===== src/rtl/serial_adder_pkg.sv =====
// Shared types and elaboration helpers for the bit-serial adder.
package serial_adder_pkg;

    typedef enum logic [1:0] {
        IDLE = 2'd0,
        RUN  = 2'd1,
        DONE = 2'd2
    } state_t;

    localparam int WIDTH_MIN = 2;
    localparam int WIDTH_MAX = 64;

    function automatic int cnt_width(input int w);
        return $clog2(w);
    endfunction

    function automatic bit width_ok(input int w);
        return (w >= WIDTH_MIN) && (w <= WIDTH_MAX);
    endfunction

endpackage


===== src/rtl/full_adder_cell.sv =====
// Single-bit combinational full adder; the only arithmetic cell in the serial datapath.
module full_adder_cell (
    input  logic a,
    input  logic b,
    input  logic ci,
    output logic s,
    output logic co
);

    assign s  = a ^ b ^ ci;
    assign co = (a & b) | (a & ci) | (b & ci);

endmodule


===== src/rtl/serial_adder.sv =====
// Bit-serial adder: one full-adder cell, LSB first, WIDTH cycles from accepted start to done.
// Operands are captured on the accepting edge; sum/cout hold until the next completion.
module serial_adder
    import serial_adder_pkg::*;
#(
    parameter int WIDTH = 8
) (
    input  logic             clk,
    input  logic             rst,
    input  logic             start,
    input  logic [WIDTH-1:0] a,
    input  logic [WIDTH-1:0] b,
    input  logic             cin,
    output logic             busy,
    output logic             done,
    output logic [WIDTH-1:0] sum,
    output logic             cout
);

    localparam bit WIDTH_LEGAL = width_ok(WIDTH);
    localparam int CW = cnt_width(WIDTH);
    localparam logic [CW-1:0] LAST = CW'(WIDTH - 1);

    generate
        if (!WIDTH_LEGAL) begin : g_bad_width
            $error("serial_adder: WIDTH out of range 2..64");
        end
    endgenerate

    state_t           state;
    state_t           state_nxt;
    logic [WIDTH-1:0] opa;
    logic [WIDTH-1:0] opb;
    logic [WIDTH-2:0] res;
    logic [WIDTH-1:0] res_nxt;
    logic             carry;
    logic [CW-1:0]    cnt;
    logic             bit_s;
    logic             bit_co;
    logic             last_bit;

    full_adder_cell u_fa (
        .a  (opa[0]),
        .b  (opb[0]),
        .ci (carry),
        .s  (bit_s),
        .co (bit_co)
    );

    // res keeps only the bits produced so far; the freshly computed bit
    // completes the word on the final step.
    assign res_nxt  = {bit_s, res};
    assign last_bit = (cnt == LAST);

    always_ff @(posedge clk) begin
        if (rst) begin
            state <= IDLE;
        end else begin
            state <= state_nxt;
        end
    end

    always_comb begin
        state_nxt = state;
        case (state)
            IDLE:    if (start) state_nxt = RUN;
            RUN:     if (last_bit) state_nxt = DONE;
            DONE:    state_nxt = IDLE;
            default: state_nxt = IDLE;
        endcase
    end

    always_ff @(posedge clk) begin
        if (rst) begin
            opa   <= '0;
            opb   <= '0;
            res   <= '0;
            carry <= 1'b0;
            cnt   <= '0;
            sum   <= '0;
            cout  <= 1'b0;
        end else begin
            case (state)
                IDLE: begin
                    if (start) begin
                        opa   <= a;
                        opb   <= b;
                        carry <= cin;
                        cnt   <= '0;
                    end
                end
                RUN: begin
                    opa   <= opa >> 1;
                    opb   <= opb >> 1;
                    res   <= res_nxt[WIDTH-1:1];
                    carry <= bit_co;
                    cnt   <= cnt + CW'(1);
                    if (last_bit) begin
                        sum  <= res_nxt;
                        cout <= bit_co;
                    end
                end
                default: ;
            endcase
        end
    end

    assign busy = (state == RUN) || (state == DONE);
    assign done = (state == DONE);

endmodule


===== config.mk =====
export PLATFORM = sky130hd
export DESIGN_NAME = serial_adder
export DESIGN_NICKNAME = d
export VERILOG_FILES = /design/src/rtl/serial_adder_pkg.sv /design/src/rtl/full_adder_cell.sv /design/src/rtl/serial_adder.sv
export SDC_FILE = /design/constraint.sdc
export NUM_CORES = 1
export LEC_CHECK = 0
export CORE_MARGIN = 2
export CORE_UTILIZATION = 40
export CTS_CLUSTER_DIAMETER = 50
export DETAILED_ROUTE_END_ITERATION = 12
export SLEW_MARGIN = 20
export SYNTH_ARGS = -nofsm -noshare
export SYNTH_HDL_FRONTEND = slang
export SYNTH_SLANG_ARGS = --single-unit

===== constraint.sdc =====
create_clock -name clk -period 1.8 [get_ports clk]
set_clock_uncertainty 0.1 [all_clocks]
set_input_delay 0.18 -clock clk [delete_from_list [all_inputs] [get_ports clk]]
set_output_delay 0.18 -clock clk [all_outputs]
set_load 0.02 [all_outputs]

==> metrics.md <==
| Metric | Value |
|---|---|
| DIE AREA | `between 0.004 and 0.005 mm2` |
| Clock share of power | `0.366` |
| Nets@finish | `around 220` |
| WL per Instance | `12.7 um` |
| Largest net degree at the start of global routing | `39` |
| Mapped Cells | `~170` |
| DR iter-0 viols | `56` |
| Initial Utilization | `0.423` |
| Minimum clock period | `around 1.7 ns` |
| Switching part of the total | `0.244` |
| CTS H-Tree Depth | `2` |
| Synth Net Count | `around 200` |
| Worst EP arrival | `approximately 1.4 ns` |
| Period utilization | `0.952` |
| First-pass GRT wire length | `around 5.3 mm` |
| Die W | `around 69 um` |
| Mapped Area | `roughly 0.0017 mm2` |
| Internal power | `about 1.5 mW` |
| Register area share after synthesis | `0.443` |
| CP max stage delay | `roughly 0.6 ns` |
| DRC Markers | `0` |
| Final setup TNS | `0 ns` |
| Register area | `762 um2` |
| Num ports | `31` |
| Top FF cell, synth | `dfxtp_1` |
| Yosys reg bits | `38` |
| Flop pwr share | `0.467` |
| Die Y | `between 60 and 70 um` |
| Via density | `about 5` |
| Final slew viol count | `0` |
| Final hold vios | `0` |
| Clock edge transition at the registers on the reported setup and hold paths | `roughly 0.070 ns` |
| Setup Buffers After CTS | `0` |
| Total congestion overflow | `0` |
| Sink Count | `38` |
| Relative slew slack | `0.693` |
| Multi-input combinational cell area | `about 850 um2` |
| Via count | `1236` |
| Fillers | `approximately 370` |
| Rows | `23` |
| Post-synth EDFFs | `0` |
| Antenna-violating nets left | `0` |
| P_sw | `0.482 mW` |
| Fmax | `583 MHz` |
| Largest vdd supply drop | `~0.00036 V` |
| Crit path max-delay cell type | `clkdlybuf4s50_1` |
| Worst slew pin tran | `about 0.45 ns` |
| Buffers on Ports | `30` |
| Diode count | `0` |
| Root buffer cell | `clkbuf_8` |
| Pwr dens | `924 mW/mm2` |
| Most frequent cells in the layout | `dfxtp_1, clkdlybuf4s50_1, mux2i_1` |
| CTS Buffer Depth | `2` |
| Crit Path Class | `register to output port` |
| CP Launch Type | `register` |
| Most common cell after layout, fill and taps aside | `dfxtp_1` |
| Async SR Flop Fraction | `0` |
| Drt first pass iters | `4` |
| Inserted Clock Buffers | `5` |
| Crit-path max FO | `3` |
| Crit-path cells | `inv_1, ha_1, clkdlybuf4s50_1` |
| CTS tree | `built` |
| Mean post-synth cell area | `10.2 um2` |
| Worst-Skew Late Latency | `0.29 ns` |
| Vias in the first global route | `1170` |
| # hold bufs at CTS | `0` |
| Final Hold Slack | `between 0.3 and 0.4 ns` |
| Yosys Warn Count | `0` |
| Outcome | `finished, final reports clean` |
| Combinational Power Share | `0.166` |
| Routed WL | `just over 3 mm` |
| Setup violators final | `0` |
| Core box area | `0.00406 mm2` |
| Gr usage total | `0.138` |
| Initial antenna violation count | `0` |
| Layout cells sized above 1 | `0.163` |
| CP Capture Type | `output port` |
| Hold Crit Class | `register to register` |
| Cts repair resizes | `1` |
| Worst endpoint required time | `between 1.5 and 2 ns` |
| Max_cap viols | `0` |
| Library cells used by synthesis | `23` |
| Detail Placement HPWL | `2.13 mm` |
| RePlAce Congestion | `~0.7` |
| Leak | `a little under 0.8 nW` |
| RSZ-0062 raised after global routing | `false` |
| Area Overhead vs Synth | `24.6%` |
-- cells in the mapped netlist (2+ instances only) --
| cell | instances | share of area |
|---|---|---|
| dfxtp_1 | 38 | 0.44 |
| mux2i_1 | 23 | 0.13 |
| nor2_1 | 21 | 0.046 |
| a211oi_2 | 15 | 0.11 |
| a21oi_1 | 14 | 0.041 |
| nand2_1 | 13 | 0.028 |
| nand3_1 | 9 | 0.026 |
| buf_6 | 5 | 0.033 |
| ha_1 | 5 | 0.036 |
| clkbuf_1 | 4 | 0.0088 |
| buf_2 | 3 | 0.0088 |
| inv_1 | 3 | 0.0066 |
| nand3b_1 | 3 | 0.013 |
| nor2_2 | 3 | 0.011 |
| a32oi_1 | 2 | 0.010 |
-- critical path, delay by kind of cell (launching register included) --
kind | cells | cell delay, ns
buf+inv | 2 | 0.67
flops | 1 | 0.33
fa+ha+maj | 1 | 0.15
-- cell families after synthesis --
kind of cell	after synthesis	synth area share
AO/OA/AOI/OAI	32	0.165
AND/OR/NAND/NOR	53	0.139
buffers and inverters	16	0.0613
multiplexers	24	0.143
adder cells (fa/ha/maj)	6	0.0481
flip-flops	38	0.443
-- worst paths after layout --
kind            start  endpoint  slack (ns)  cells after the start
max          state[0]      done        0.09                      3
min            sum[4]    sum[4]        0.36                      2
min reg2reg    sum[4]    sum[4]        0.36                      2
max reg2reg  state[1]    opa[4]        0.16                      5
-- state kept, by name, indices dropped and copies added, names as in the netlist --
name   flops
res        7
state      2
opb        8
opa        8
cnt        3
cout       1
sum        8
carry      1
-- power groups by stage --
stage	Combinational [mW]	Sequential, mW	Clock (mW)
floorplan	0.268	0.934	0
global placement	0.322	0.939	0
detailed placement	0.333	0.942	0
CTS	0.333	0.922	0.749
global route	0.358	0.930	0.778
finish	0.328	0.923	0.724
-- metal layers --
metal	vias to the layer above	part of all wire	global-route usage
li1	639	-	-
met1	566	0.47	0.168
met2	26	0.46	0.215
met3	5	0.056	0.0465
met4	0	0.015	0.0719
met5	-	0	0
-- stage by stage --
step / instance area [um2] / utilization / setup slack, ns / instances / total power, mW
3_5_place_dp: 2020 / 0.498 / 0.127 / 239 / 1.27
2_1_floorplan: 1720 / - / 0.295 / 169 / 1.20
3_3_place_gp: 2020 / 0.498 / 0.188 / 239 / 1.26
5_1_grt: 2140 / 0.527 / 0.0282 / 246 / 2.07
6_report: 2140 / 0.527 / 0.0857 / 246 / 1.97
4_1_cts: 2130 / 0.526 / 0.0530 / 246 / 2.00
-- final cells by class --
type	count	area share
clock inverter	1	0.0141
clock buffer	6	0.0386
tap	50	0.0293
sequential	38	0.357
timing repair buffer	33	0.156
inverter	3	0.00527
multi-input combinational	115	0.400
(Power assumes the default switching activity.)
